<file path="src/rtl/uart_pkg.sv">
`default_nettype none
// ----------------------------------------------------------------------------
// uart_pkg : shared types and constants for the configurable UART receiver
// Rev 1.0
// ----------------------------------------------------------------------------
package uart_pkg;

  typedef enum logic [1:0] {
    PAR_NONE = 2'd0,
    PAR_EVEN = 2'd1,
    PAR_ODD  = 2'd2
  } parity_t;

  typedef enum logic [2:0] {
    IDLE   = 3'd0,
    START  = 3'd1,
    DATA   = 3'd2,
    PARITY = 3'd3,
    STOP   = 3'd4
  } rx_state_t;

  localparam logic UART_START_BIT = 1'b0;
  localparam logic UART_STOP_BIT  = 1'b1;

  function automatic logic maj3(input logic [2:0] v);
    return (v[0] & v[1]) | (v[0] & v[2]) | (v[1] & v[2]);
  endfunction

endpackage
`default_nettype wire

</file>
<file path="src/rtl/uart_rx_sampler.sv">
`default_nettype none
// ----------------------------------------------------------------------------
// uart_rx_sampler : bit timer with 3-sample majority vote around bit centre
// Rev 1.0
// ----------------------------------------------------------------------------
module uart_rx_sampler
  import uart_pkg::*;
#(
  parameter int DIV_WIDTH = 16
) (
  input  logic                 clk_i,
  input  logic                 rst_ni,
  input  logic                 restart_i,
  input  logic                 active_i,
  input  logic [DIV_WIDTH-1:0] div_i,
  input  logic                 line_i,
  output logic                 bit_valid_o,
  output logic                 bit_val_o
);

  logic [DIV_WIDTH-1:0] cnt_q, cnt_d;
  logic [DIV_WIDTH-1:0] mid;
  logic [2:0]           smp_q, smp_d;
  logic                 vld_q, vld_d;

  assign mid = div_i >> 1;

  always_comb begin
    cnt_d = cnt_q;
    smp_d = smp_q;
    vld_d = 1'b0;
    if (restart_i || !active_i) begin
      cnt_d = '0;
    end else begin
      cnt_d = (cnt_q == div_i - DIV_WIDTH'(1)) ? '0 : cnt_q + DIV_WIDTH'(1);
      if (cnt_q == mid - DIV_WIDTH'(1)) smp_d[0] = line_i;
      if (cnt_q == mid)                 smp_d[1] = line_i;
      // Decision is presented the cycle after the last sample is captured.
      if (cnt_q == mid + DIV_WIDTH'(1)) begin
        smp_d[2] = line_i;
        vld_d    = 1'b1;
      end
    end
  end

  always_ff @(posedge clk_i or negedge rst_ni) begin
    if (!rst_ni) begin
      cnt_q <= '0;
      smp_q <= 3'b111;
      vld_q <= 1'b0;
    end else begin
      cnt_q <= cnt_d;
      smp_q <= smp_d;
      vld_q <= vld_d;
    end
  end

  assign bit_valid_o = vld_q;
  assign bit_val_o   = maj3(smp_q);

endmodule
`default_nettype wire

</file>
<file path="src/rtl/uart_rx_cfg.sv">
`default_nettype none
// ----------------------------------------------------------------------------
// uart_rx_cfg : runtime-configurable UART receiver with one-entry holding reg
// Rev 1.0
// ----------------------------------------------------------------------------
module uart_rx_cfg
  import uart_pkg::*;
#(
  parameter int DATA_WIDTH = 8,
  parameter int DIV_WIDTH  = 16
) (
  input  logic                  clk_i,
  input  logic                  rst_ni,
  input  logic                  en_i,
  input  logic [DIV_WIDTH-1:0]  clks_per_bit_i,
  input  logic [3:0]            data_bits_i,
  input  logic [1:0]            parity_i,
  input  logic                  stop2_i,
  input  logic                  ser_i,
  output logic [DATA_WIDTH-1:0] data_o,
  output logic                  data_valid_o,
  input  logic                  data_ready_i,
  output logic                  parity_err_o,
  output logic                  frame_err_o,
  output logic                  overrun_o
);

  logic sync1_q, sync2_q, s_prev_q;
  logic start_det, restart, done, bit_valid, bit_val, par_exp;

  rx_state_t            state_q, state_d;
  logic [DIV_WIDTH-1:0] div_q;
  logic [3:0]           bits_q;
  parity_t              par_q;
  logic                 stop2_q;

  logic [3:0]            bit_cnt_q, bit_cnt_d;
  logic [DATA_WIDTH-1:0] shift_q, shift_d;
  logic                  perr_q, perr_d, ferr_q, ferr_d;

  logic [DATA_WIDTH-1:0] data_q, data_d;
  logic                  valid_q, valid_d, hperr_q, hperr_d, hferr_q, hferr_d, ovr_q, ovr_d;

  assign start_det = s_prev_q & ~sync2_q;
  assign par_exp   = (par_q == PAR_ODD) ? ~(^shift_q) : ^shift_q;

  uart_rx_sampler #(.DIV_WIDTH(DIV_WIDTH)) u_sampler (
    .clk_i       (clk_i),
    .rst_ni      (rst_ni),
    .restart_i   (restart),
    .active_i    (en_i && (state_q != IDLE)),
    .div_i       (div_q),
    .line_i      (sync2_q),
    .bit_valid_o (bit_valid),
    .bit_val_o   (bit_val)
  );

  always_comb begin
    state_d   = state_q;
    bit_cnt_d = bit_cnt_q;
    shift_d   = shift_q;
    perr_d    = perr_q;
    ferr_d    = ferr_q;
    restart   = 1'b0;
    done      = 1'b0;
    if (!en_i) begin
      state_d   = IDLE;
      bit_cnt_d = '0;
    end else begin
      unique case (state_q)
        IDLE: if (start_det) begin
          state_d   = START;
          restart   = 1'b1;
          bit_cnt_d = '0;
          shift_d   = '0;
          perr_d    = 1'b0;
          ferr_d    = 1'b0;
        end
        START: if (bit_valid) state_d = (bit_val == UART_START_BIT) ? DATA : IDLE;
        DATA: if (bit_valid) begin
          shift_d   = shift_q | (DATA_WIDTH'(bit_val) << bit_cnt_q);
          bit_cnt_d = bit_cnt_q + 4'd1;
          if (bit_cnt_q == bits_q - 4'd1) begin
            bit_cnt_d = '0;
            state_d   = (par_q == PAR_EVEN || par_q == PAR_ODD) ? PARITY : STOP;
          end
        end
        PARITY: if (bit_valid) begin
          perr_d  = (bit_val != par_exp);
          state_d = STOP;
        end
        STOP: if (bit_valid) begin
          ferr_d = ferr_q | (bit_val != UART_STOP_BIT);
          if (stop2_q && bit_cnt_q == 4'd0) begin
            bit_cnt_d = 4'd1;
          end else begin
            // Completing on the decision, not the bit end, keeps an immediate
            // next start edge visible to IDLE.
            bit_cnt_d = '0;
            state_d   = IDLE;
            done      = 1'b1;
          end
        end
        default: state_d = IDLE;
      endcase
    end
  end

  always_comb begin
    data_d  = data_q;
    valid_d = valid_q;
    hperr_d = hperr_q;
    hferr_d = hferr_q;
    ovr_d   = 1'b0;
    if (done) begin
      if (!valid_q || data_ready_i) begin
        data_d  = shift_q;
        hperr_d = perr_q;
        hferr_d = ferr_d;
        valid_d = 1'b1;
      end else begin
        ovr_d = 1'b1;
      end
    end else if (valid_q && data_ready_i) begin
      valid_d = 1'b0;
    end
  end

  always_ff @(posedge clk_i or negedge rst_ni) begin
    if (!rst_ni) begin
      sync1_q   <= 1'b1;
      sync2_q   <= 1'b1;
      s_prev_q  <= 1'b1;
      state_q   <= IDLE;
      div_q     <= '0;
      bits_q    <= '0;
      par_q     <= PAR_NONE;
      stop2_q   <= 1'b0;
      bit_cnt_q <= '0;
      shift_q   <= '0;
      perr_q    <= 1'b0;
      ferr_q    <= 1'b0;
      data_q    <= '0;
      valid_q   <= 1'b0;
      hperr_q   <= 1'b0;
      hferr_q   <= 1'b0;
      ovr_q     <= 1'b0;
    end else begin
      sync1_q   <= ser_i;
      sync2_q   <= sync1_q;
      s_prev_q  <= sync2_q;
      state_q   <= state_d;
      bit_cnt_q <= bit_cnt_d;
      shift_q   <= shift_d;
      perr_q    <= perr_d;
      ferr_q    <= ferr_d;
      data_q    <= data_d;
      valid_q   <= valid_d;
      hperr_q   <= hperr_d;
      hferr_q   <= hferr_d;
      ovr_q     <= ovr_d;
      if (restart) begin
        div_q   <= clks_per_bit_i;
        bits_q  <= data_bits_i;
        par_q   <= parity_t'(parity_i);
        stop2_q <= stop2_i;
      end
    end
  end

  assign data_o       = data_q;
  assign data_valid_o = valid_q;
  assign parity_err_o = hperr_q;
  assign frame_err_o  = hferr_q;
  assign overrun_o    = ovr_q;

endmodule
`default_nettype wire

</file>
<file path="config.mk">
export PLATFORM = sky130hd
export DESIGN_NAME = uart_rx_cfg
export DESIGN_NICKNAME = d
export VERILOG_FILES = /design/src/rtl/uart_pkg.sv /design/src/rtl/uart_rx_sampler.sv /design/src/rtl/uart_rx_cfg.sv
export SDC_FILE = /design/constraint.sdc
export NUM_CORES = 1
export LEC_CHECK = 0
export CAP_MARGIN = 20
export CORE_MARGIN = 1.5
export CORE_UTILIZATION = 59
export DETAILED_ROUTE_END_ITERATION = 10
export HOLD_SLACK_MARGIN = 0.05
export PLACE_DENSITY = 0.79
export SLEW_MARGIN = 15
export SYNTH_ARGS = -nofsm -noshare
export SYNTH_HDL_FRONTEND = slang
export SYNTH_SLANG_ARGS = --single-unit
</file>
<file path="constraint.sdc">
create_clock -name clk_i -period 3.33 [get_ports clk_i]
set_input_delay 0.4995 -clock clk_i [delete_from_list [all_inputs] [get_ports clk_i]]
set_output_delay 0.4995 -clock clk_i [all_outputs]
set_load 0.005 [all_outputs]
</file>
* After elaboration in Yosys (flattened, before gate mapping)
Cells that the tools add are included.
** Storage, ports and cells
- Input port bits :: 28
- Output and inout bits :: 12
- Flip-flop bits (word level) :: 75
- Memory bits (writable) :: 0
- Memory bits (read-only) :: 0
- Memories :: 0
- Bits in latches :: 0
** Cells by class
- Divide/modulo/power cells :: 0
- Add/subtract/negate cells :: 6
- Muxes and demuxes :: 45
- Multipliers :: 0
- Equal/unequal tests :: 24
- Shift-type cells :: 1
- Reductions and logical operators :: 24
- Bitwise logic cells :: 12
- $lt $le $gt $ge :: 0
** Operator list (number)
- equality test 16 bit :: 3
- 2-to-1 mux 16 bit :: 2
- 2-to-1 mux 3 bit :: 9
- 2-to-1 mux 1 bit :: 21
- 2-to-1 mux 4 bit :: 5
- adder 15 x 1 -> 16 bit (second input constant) :: 1
- adder 16 x 1 -> 16 bit (second input constant) :: 1
- equality test 16 x 15 -> 1 bit :: 1
- 2-to-1 mux 8 bit :: 2
- case mux 8 bit (2 select lines) :: 1
- subtractor 15 x 1 -> 16 bit (second input constant) :: 1
- subtractor 16 x 1 -> 16 bit (second input constant) :: 1
- case mux 3 bit (5 select lines) :: 1
- != test 3 x 2 -> 1 bit (second input constant) :: 4
- case mux 4 bit (3 select lines) :: 1
- AND reduction 4 bit :: 3
- AND reduction 2 bit :: 5
- != test 3 bit (second input constant) :: 3
- OR 8 bit :: 1
- XOR reduction 8 bit :: 1
- left shift 1 x 4 -> 8 bit :: 1
- AND reduction 7 bit :: 1
- equality test 3 x 2 -> 1 bit (second input constant) :: 2
- != test 2 x 1 -> 1 bit (second input constant) :: 3
- 22 further kinds :: 38

* Longest topological paths before layout
Gate-level depths: netlist of run 1.
- Word-level depth :: 8
- Depth in mapped cells :: 11

* Cells and area by module
From an unflattened synthesis of run 1, not the netlist that was laid out.
** Second synthesis, totals
- Cells, all modules :: 603
- Area, all modules :: 5382.7 µm²
** Modules (own cells, without submodules)
- uart_rx_sampler :: sequential area each 504.2 µm², times used 1, area an instance 2698.8 µm², cells each 328
- uart_rx_cfg :: sequential area each 1380.1 µm², times used 1, area an instance 2683.8 µm², cells each 275

* Least setup slack after synthesis of run 1
No wires, ideal clock.
- Kind :: register to register
- Start point :: register div_q[2]
- End point :: register u_sampler.cnt_q[0]
- Buffers on the path :: 2
- Cell stages (with the launch flop) :: 12
- Data required time :: 3.202 ns
- Arrival :: 2.547 ns
- Library setup time :: 0.128 ns
- Slack :: 0.655 ns
- Cells stage by stage :: dfrtp_1 > buf_2 > inv_1 > ha_1 > nor4b_4 > or4b_4 > mux2i_1 > mux2i_1 > o21ai_1 > o31ai_4 > buf_6 > nor2_1
** On the way
- Cells in the longest elaborated chain, start to end :: 4
** Ends and longest elaborated chain
- start: declaration :: line uart_rx_cfg.sv:32 : logic [DIV_WIDTH-1:0] div_q;
- start signal: assignment :: line uart_rx_cfg.sv:163 : div_q <= clks_per_bit_i;
- subtractor 16 x 1 -> 16 bit :: line uart_rx_sampler.sv:35 : cnt_d = (cnt_q == div_i - DIV_WIDTH'(1)) ? '0 : cnt_q + DIV_WIDTH'(1);
- equality test 16 bit :: line uart_rx_sampler.sv:35
- 2-to-1 mux 16 bit :: line uart_rx_sampler.sv:35
- 2-to-1 mux 16 bit :: line uart_rx_sampler.sv:32 : if (restart_i || !active_i) begin
- net u_sampler.cnt_d[0] :: line uart_rx_sampler.sv:21 : logic [DIV_WIDTH-1:0] cnt_q, cnt_d;
- end signal: assignment :: line uart_rx_sampler.sv:52 : cnt_q <= cnt_d;
- end: declaration :: line uart_rx_sampler.sv:21
The timed path passes the listed nets, and every way through them passes these cells.
A chain may end at the register's enable or synchronous reset.

* Worst setup path in the final report of run 1
Ends and elaborated chain as after synthesis.

==> results of run 1 <==
==> power by group through the flow <==
| stage | Clock (W) | Sequential, W | Combinational [W] |
|---|---|---|---|
| 2_1_floorplan | 0 | 0.00120 | 0.00154 |
| 3_3_place_gp | 0 | 0.00140 | 0.00175 |
| 3_5_place_dp | 0 | 0.00140 | 0.00179 |
| 4_1_cts | 0.000769 | 0.00139 | 0.00181 |
| 5_1_grt | 0.000817 | 0.00143 | 0.00202 |
| 6_report | 0.000760 | 0.00139 | 0.00183 |
==> flip-flops by register name (all words and copies together) (netlist names), 2 cells and up <==
name             flops
data_o               8
u_sampler.smp_q      3
par_q                2
u_sampler.cnt_q     16
bits_q               4
shift_q              8
bit_cnt_q            4
state_q              3
div_q               16
==> worst register-to-register path: cells and delay by family, from the launching register on <==
| kind | cells | cell delay (ns) |
|---|---|---|
| flops | 1 | 0.50 |
| fa+ha+maj | 1 | 0.25 |
| buf+inv | 2 | 0.38 |
| simple gates | 3 | 0.99 |
| mux | 2 | 0.36 |
| compound gates | 2 | 0.43 |
==> cell families after synthesis <==
kind of cell             synth area share (%)
adder cells (fa/ha/maj)                  2.24
AO/OA/AOI/OAI                            11.1
buffers and inverters                    4.95
AND/OR/NAND/NOR                          21.0
flip-flops                               38.3
multiplexers                             7.85
XOR/XNOR                                 14.6
==> per-layer routing <==
metal | part of all wire, % | up-vias
met5 | 0 | -
met4 | 3.3 | 0
met3 | 5.2 | 40
met2 | 49 | 132
met1 | 42 | 1944
li1 | - | 1898
==> final timing paths <==
kind	from	to	slack, ns	cells after the start
setup / recovery	div_q[2]	u_sampler.cnt_q[0]	0.31	10
min in group clk_i	sync1_q	sync2_q	0.36	0
max in group asynchronous	rst_ni	u_sampler.cnt_q[0]	2.44	1
hold reg to reg	sync1_q	sync2_q	0.36	0
setup reg to reg	div_q[2]	u_sampler.cnt_q[0]	0.31	10
hold / removal	rst_ni	bits_q[3]	0.27	1
==> stage by stage <==
step	instance area, µm²	hold slack (ns)	setup WS [ns]
floorplan	4920	0.204	0.655
global placement	5360	0.353	0.435
detailed placement	5360	0.347	0.334
CTS	5560	0.308	0.309
global route	5560	0.352	0.0831
finish	5560	0.266	0.310
==> cell type report <==
cell class              instances  area [µm²]  share of cell area (%)
clock buffers                   9         124                    2.23
clock inverters                 7        82.6                    1.48
inverters                      18        67.6                    1.21
multi-input cells             399        2800                    50.4
flip-flops and latches         75        1880                    33.9
well taps                     105         131                    2.36
repair buffers                 50         470                    8.46
==> cells in the final DEF (no fill, tap or decap), types with 3 or more instances in the layout <==
master	count
xor2_1	34
nand3_1	21
o21ai_1	5
mux2i_1	6
buf_4	12
clkbuf_8	9
dfrtp_1	69
o31ai_1	3
clkdlybuf4s50_1	38
o41ai_1	3
and3_1	4
a21oi_1	16
inv_6	3
inv_1	18
nand2_1	33
o21ai_0	17
xnor2_1	48
ha_1	8
nand2b_1	8
nor2b_1	9
dfstp_2	6
or4_1	4
mux2_2	18
and2_1	3
nor4_1	7
nor3_1	12
nor3b_1	4
a31oi_1	9
nand3b_1	3
mux2_1	11
nand4_1	15
o21a_1	3
nor2_1	56
==> out/metrics.yaml, run 1 <==
outcome:
  status: "completed"
synthesis:
  yosys_warnings: 0
  synth_edf_count: 0
  ys_seq_elements: 75
  synth_area_leaders: "dfrtp_1, xnor2_1, xor2_1"
  synth_top_flop_cell: "dfrtp_1"
  synth_common_cells: "dfrtp_1, nor2_1, xnor2_1"
  syn-cell-area_mm2: 0.00492
  yosysTopAreaCellShare_pct: 35.1
  synthArstFlopShare_pct: 100
  synthMostInstantiatedCell: "dfrtp_1"
  postSynthAreaPerCell_um2: 9.22
  ys_types: 66
  ys_seq_area_share_pct: 38.3
  synth_fp_nets: 570
  netlist_instances: 534
  synth.largest_area_cell: "dfrtp_1"
cells_and_area:
  drive_above_1_share_pct: 11.5
  area_growth_pct: 13.0
  nets: 589
  layout.cells.non_filler: 663
  diodes: 0
  final_util_pct: 68.4
  nFillCells: 619
critical_path:
  worst-setup-path-type: "reg -> reg"
  crit_path_max_incr_delay_ns: 0.55
  cp_max_fo: 16
  worstPathRequired_ns: 3.57
  path_cells: "inv_1 > ha_1 > nor4b_4 > or4b_4 > mux2i_1 > mux2i_1 > o21ai_1 > o31ai_4 > buf_4 > nor2_1"
  endpoint_kind: "flip-flop"
  worst_ep_arrival_time_ns: 3.26
  cp_slowest_cell: "or4b_4"
  path_buf_inv: 2
  cpMostUsedCell: "mux2i_1"
  start_kind: "flip-flop"
  critPathTopFamily: "simple AND/OR/NAND/NOR gates"
timing:
  worst_pin_slew_ns: 0.953
  hold_violations: 0
  max_freq_mhz: 331
  finalCriticalPeriod_ns: 3.02
  setup_viol: 0
  drv_slew: 0
  worst_clock_skew_ns: 0.0132
  rsz0062_at_grt: "false"
  relSlewSlack_pct: 36.4
  fin_crit_sh_pct: 90.7
  tns_ns: 0
route:
  drt_wl_total_um: 11700
  drt_iter0_drc: 282
  dr_total_vias: 4014
  final_antenna_net_count: 0
  viasPerCell: 6.05
  drc_errors: 0
  wl_per_cell_um: 17.7
  dr.pass1.iters: 5
pwr:
  powerDensity_mw_per_mm2: 715
  power_leakage_nw: 2.24
  p_clk_share_pct: 19.1
  sw_frac_of_total_pct: 43.8
  p_sw_w: 0.00174
  combPwrFrac_pct: 45.9
  p_seq_share_pct: 35.0
  p_int_w: 0.00224
  report.power.total_w: 0.00398
  ir_drop_uv: 372
clocking:
  clockRootBuffer: "clkbuf_8"
  clockBufferDepth: 2
  clkSlewWorstSetupHoldPaths_ns: 0.09
  ctsHoldBuffers: 0
  htree_levels: 3
  cts_tree: "yes"
  clkLatencyLatePin_ns: 0.37
  cts_made_buffers: 9
  post-cts-setup-buffers: 0
  ctsResizeCount: 0
  cts.sink_count: 75
global_route:
  use_met2_pct: 47.3
  busiest_layer: "met2"
  grt_use_total_pct: 28.5
  grt_max_degree: 76
  grt_pass1_wl_um: 19600
  use_met1_pct: 35.6
  antenna_found_initial: 0
  overflow: 0
  grt_pass1_vias: 3953
  use_met3_pct: 5.64
die:
  die-width_um: 94.4
  ios: 40
  dieArea_mm2: 0.00890
  die_y_um: 94.4
  initial_core_util_pct: 60.5
  rows: 33
  core_mm2: 0.00813
placed_design:
  dp.cells: 647
  io_buffers: 39
  dp_hpwl_um: 8490
  gp_congestion: 0.962
job:
  cap_viol_max_count: 0
hold_path:
  min_path_type: "in -> async"
Note: power is estimated with default switching activity, not from simulation.
==> run 2, diff against run 1 <==
--- a/config.mk
+++ b/config.mk
@@ -9,6 +9,7 @@
 export CORE_MARGIN = 1.5
 export CORE_UTILIZATION = 59
 export DETAILED_ROUTE_END_ITERATION = 10
+export GPL_ROUTABILITY_DRIVEN = 0
 export HOLD_SLACK_MARGIN = 0.05
 export PLACE_DENSITY = 0.79
 export SLEW_MARGIN = 15
==> run 2 against run 1 <==
Utilization is 0.12 points lower. Largest cell class unchanged. Combinational power grew 3%. Final area down 0.18%. Via count rose by 2.0%. Largest power group unchanged. Global-route usage down 1.1 points. Flip-flop and latch count did not move. Count of clock-buffer cells in the layout unchanged. Clock power down 8.9%.
==> out/metrics.yaml, run 2 (synthesis results as in run 1) <==
outcome:
  status: "completed"
timing:
  max_freq_mhz: 328
  hold_violations: 0
  relSlewSlack_pct: 38.0
  setup_viol: 0
  tns_ns: 0
  rsz0062_at_grt: "false"
  setup_slack_ns: 0.279
  worst_clock_skew_ns: 0.0170
  finalCriticalPeriod_ns: 3.05
  fin_crit_sh_pct: 91.6
  worst_pin_slew_ns: 0.929
  drv_slew: 0
route:
  wl_met2_um: 5710
  wl_met3_um: 659
  dr.pass1.iters: 6
  dr.max_layer_used: "met4"
  dr_total_vias: 4095
  drt_iter0_drc: 307
  drt-met1-wl_um: 4730
  wl_per_cell_um: 17.3
  viasPerCell: 6.17
  drc_errors: 0
  drt_wl_total_um: 11500
  final_antenna_net_count: 0
die:
  ios: 40
  initial_core_util_pct: 60.5
  die_y_um: 94.4
  rows: 33
  dieArea_mm2: 0.00890
  core_mm2: 0.00813
  die-width_um: 94.4
global_route:
  grt_pass1_vias: 4052
  antenna_found_initial: 0
  grt_pass1_wl_um: 19100
  grt_max_degree: 76
  grt_use_total_pct: 27.4
  overflow: 0
critical_path:
  r2r_slack_ns: 0.28
  cp_max_fo: 16
  endpoint_kind: "flip-flop"
  worstPathRequired_ns: 3.56
  worst-setup-path-type: "reg -> reg"
  start_kind: "flip-flop"
  worst_ep_arrival_time_ns: 3.29
cells_and_area:
  drive_above_1_share_pct: 11.6
  area_growth_pct: 12.8
  diodes: 0
  nets: 590
  nFillCells: 633
  design_area_mm2: 0.00555
  final_common_cell: "dfrtp_1"
  top_regs: "div_q x16, u_sampler.cnt_q x16"
  layout.cells.non_filler: 664
  final_cell_mix: "dfrtp_1, nor2_1, xnor2_1"
hold_path:
  min_path_type: "in -> async"
placed_design:
  placed_cell_area_mm2: 0.00536
  dp_slack_ns: 0.331
  io_buffers: 39
  dp_hpwl_um: 8230
  dp.cells: 648
clocking:
  ctsHoldBuffers: 0
  ctsResizeCount: 0
  clockBufferDepth: 2
  cts_made_buffers: 9
  post-cts-setup-buffers: 0
  cts.sink_count: 75
  clkLatencyLatePin_ns: 0.37
  htree_levels: 3
  clockRootBuffer: "clkbuf_8"
  cts_tree: "yes"
  clkSlewWorstSetupHoldPaths_ns: 0.08
pwr:
  powerDensity_mw_per_mm2: 709
  power_leakage_nw: 2.24
  ir_drop_uv: 348
  report.power.total_w: 0.00393
job:
  cap_viol_max_count: 0
-- run 2: routing by layer --
layer,vias up,track usage [%]
met3,42,4.99
met5,-,0
li1,1905,-
met2,154,47.9
met4,0,12.9
met1,1994,32.6
-- run 2: power by group --
part / leakage [nW] / switching, W / internal, W
combinational: 1.17 / 0.00107 / 0.000811
sequential: 0.978 / 0.000282 / 0.00108
clock: 0.0943 / 0.000403 / 0.000289
-- run 2: cell type report --
cell class / instances / area, µm² / share of cell area [%]
clock buffer: 9 / 124 / 2.23
clock inverter: 7 / 65.1 / 1.17
tap: 105 / 131 / 2.37
timing repair buffer: 51 / 478 / 8.61
multi-input combinational: 399 / 2800 / 50.5
inverter: 18 / 67.6 / 1.22
sequential: 75 / 1880 / 33.9
-- run 2: stage by stage --
| stage | util [%] | hold WS (ns) |
|---|---|---|
| floorplan | - | 0.204 |
| global route | 68.3 | 0.357 |
| finish | 68.3 | 0.259 |
| global placement | 65.9 | 0.346 |
| CTS | 68.3 | 0.311 |
| detailed placement | 65.9 | 0.348 |
-- run 2: path summary, 6_finish.rpt --
| kind | from | end | depth (start not counted) |
|---|---|---|---|
| worst min register to register | sync1_q | sync2_q | 0 |
| worst max register to register | div_q[2] | u_sampler.cnt_q[0] | 10 |
| worst max-delay path | div_q[2] | u_sampler.cnt_q[0] | 10 |
| worst min-delay path | rst_ni | bit_cnt_q[3] | 1 |
| max in group asynchronous | rst_ni | div_q[2] | 1 |
| min in group clk_i | sync1_q | sync2_q | 0 |
-- run 2: worst max-delay path: stages, from the launching register on --
cell	delay, ns
dfrtp_1	0.52
inv_1	0.15
ha_1	0.26
nor4b_4	0.38
or4b_4	0.55
mux2i_1	0.14
mux2i_1	0.14
o21ai_1	0.16
o31ai_4	0.31
buf_4	0.25
nor2_1	0.06
==> run 3, diff against run 2 <==
--- a/config.mk
+++ b/config.mk
@@ -5,13 +5,12 @@
 export SDC_FILE = /design/constraint.sdc
 export NUM_CORES = 1
 export LEC_CHECK = 0
-export CAP_MARGIN = 20
 export CORE_MARGIN = 1.5
 export CORE_UTILIZATION = 59
 export DETAILED_ROUTE_END_ITERATION = 10
 export GPL_ROUTABILITY_DRIVEN = 0
 export HOLD_SLACK_MARGIN = 0.05
-export PLACE_DENSITY = 0.79
+export PLACE_DENSITY = 0.81
 export SLEW_MARGIN = 15
 export SYNTH_ARGS = -nofsm -noshare
 export SYNTH_HDL_FRONTEND = slang
==> run 3 against run 2 <==
Critical path depth unchanged. Utilization increased by 0.077 points. Global-route usage grew 1.1 points. Largest cell class unchanged. Count of clock-buffer cells in the layout grew 1. Clock power is 11% higher. Highest routed layer unchanged. Sequential share of layout area about the same. Via count up 0.12%. Sequential power is 4% higher.
==> out/metrics.yaml, run 3 (synthesis results as in run 1) <==
route:
  wl_per_cell_um: 17.7
  wl_met3_um: 718
  drt_iter0_drc: 353
  viasPerCell: 6.19
  dr.max_layer_used: "met4"
  wl_met2_um: 5670
  dr_total_vias: 4100
  final_antenna_net_count: 0
  drt_wl_total_um: 11700
  drc_errors: 0
  dr.pass1.iters: 5
  drt-met1-wl_um: 4880
global_route:
  antenna_found_initial: 0
  grt_pass1_vias: 4061
  grt_use_total_pct: 28.5
  grt_max_degree: 76
  overflow: 0
  grt_pass1_wl_um: 19700
pwr:
  report.power.total_w: 0.00398
  ir_drop_uv: 362
  powerDensity_mw_per_mm2: 716
  power_leakage_nw: 2.24
die:
  dieArea_mm2: 0.00890
  ios: 40
  core_mm2: 0.00813
  initial_core_util_pct: 60.5
  die-width_um: 94.4
  rows: 33
  die_y_um: 94.4
cells_and_area:
  regArea_mm2: 0.00188
  final_util_pct: 68.3
  final_cell_mix: "dfrtp_1, nor2_1, xnor2_1"
  area_growth_pct: 12.9
  diodes: 0
  final_common_cell: "dfrtp_1"
  nets: 588
  drive_above_1_share_pct: 11.3
  top_regs: "div_q x16, u_sampler.cnt_q x16"
  multi_input_area_mm2: 0.00280
  nFillCells: 610
outcome:
  status: "completed"
clocking:
  clockBufferDepth: 2
  cts_made_buffers: 9
  clkLatencyLatePin_ns: 0.37
  cts.sink_count: 75
  cts_tree: "yes"
  ctsHoldBuffers: 0
  htree_levels: 3
  ctsResizeCount: 0
  post-cts-setup-buffers: 0
  clkSlewWorstSetupHoldPaths_ns: 0.10
  clockRootBuffer: "clkbuf_8"
timing:
  fin_hold_ws_ns: 0.269
  fin_crit_sh_pct: 90.2
  finalCriticalPeriod_ns: 3.00
  setup_slack_ns: 0.327
  drv_slew: 0
  rsz0062_at_grt: "false"
  tns_ns: 0
  worst_pin_slew_ns: 0.941
  setup_viol: 0
  relSlewSlack_pct: 37.3
  worst_clock_skew_ns: 0.0213
  hold_violations: 0
  max_freq_mhz: 333
placed_design:
  dp_slack_ns: 0.365
  dp_hpwl_um: 8350
  io_buffers: 39
critical_path:
  r2r_slack_ns: 0.33
  worstPathRequired_ns: 3.58
  cp_max_fo: 16
  worst_ep_arrival_time_ns: 3.25
  start_kind: "flip-flop"
  endpoint_kind: "flip-flop"
  worst-setup-path-type: "reg -> reg"
hold_path:
  min_path_type: "in -> async"
job:
  cap_viol_max_count: 0
run 3: per-stage QoR:
step | std cells | area [µm²]
after floorplan | 534 | 4920
after CTS | 662 | 5560
after global placement | 646 | 5350
final | 662 | 5560
after global routing | 662 | 5560
after detailed placement | 646 | 5350
run 3: where the power goes:
group	switching (W)	internal [W]
clock network	0.000393	0.000375
logic	0.00102	0.000792
registers	0.000326	0.00108
total	0.00173	0.00225
run 3: layout make-up:
type / count / area share [%]
Tap cell: 105 / 2.36
Clock buffer: 10 / 2.48
Sequential cell: 75 / 33.9
Multi-Input combinational cell: 399 / 50.4
Clock inverter: 6 / 1.31
Timing Repair Buffer: 49 / 8.33
Inverter: 18 / 1.22
run 3: final timing paths:
| kind | endpoint | start | cells past startpoint |
|---|---|---|---|
| min in group clk_i | sync2_q | sync1_q | 0 |
| max reg2reg | u_sampler.cnt_q[6] | div_q[2] | 10 |
| min reg2reg | sync2_q | sync1_q | 0 |
| max | u_sampler.cnt_q[6] | div_q[2] | 10 |
| max in group asynchronous | par_q[0] | rst_ni | 1 |
| min | shift_q[5] | rst_ni | 1 |
run 3: critical path, cell delays in order, from the launching register on:
cell and delay [ns]:
dfrtp_1 0.50, inv_1 0.15, ha_1 0.25, nor4b_4 0.39, or4b_4 0.55, mux2i_1 0.14, mux2i_1 0.15, o21ai_1 0.14
o31ai_4 0.28, buf_4 0.25, nor2_1 0.08
run 3: layer usage:
metal,up-vias,GRT usage [%]
met2,179,47.1
met3,48,3.78
met5,-,0
met4,0,15.3
met1,1969,36.4
li1,1904,-
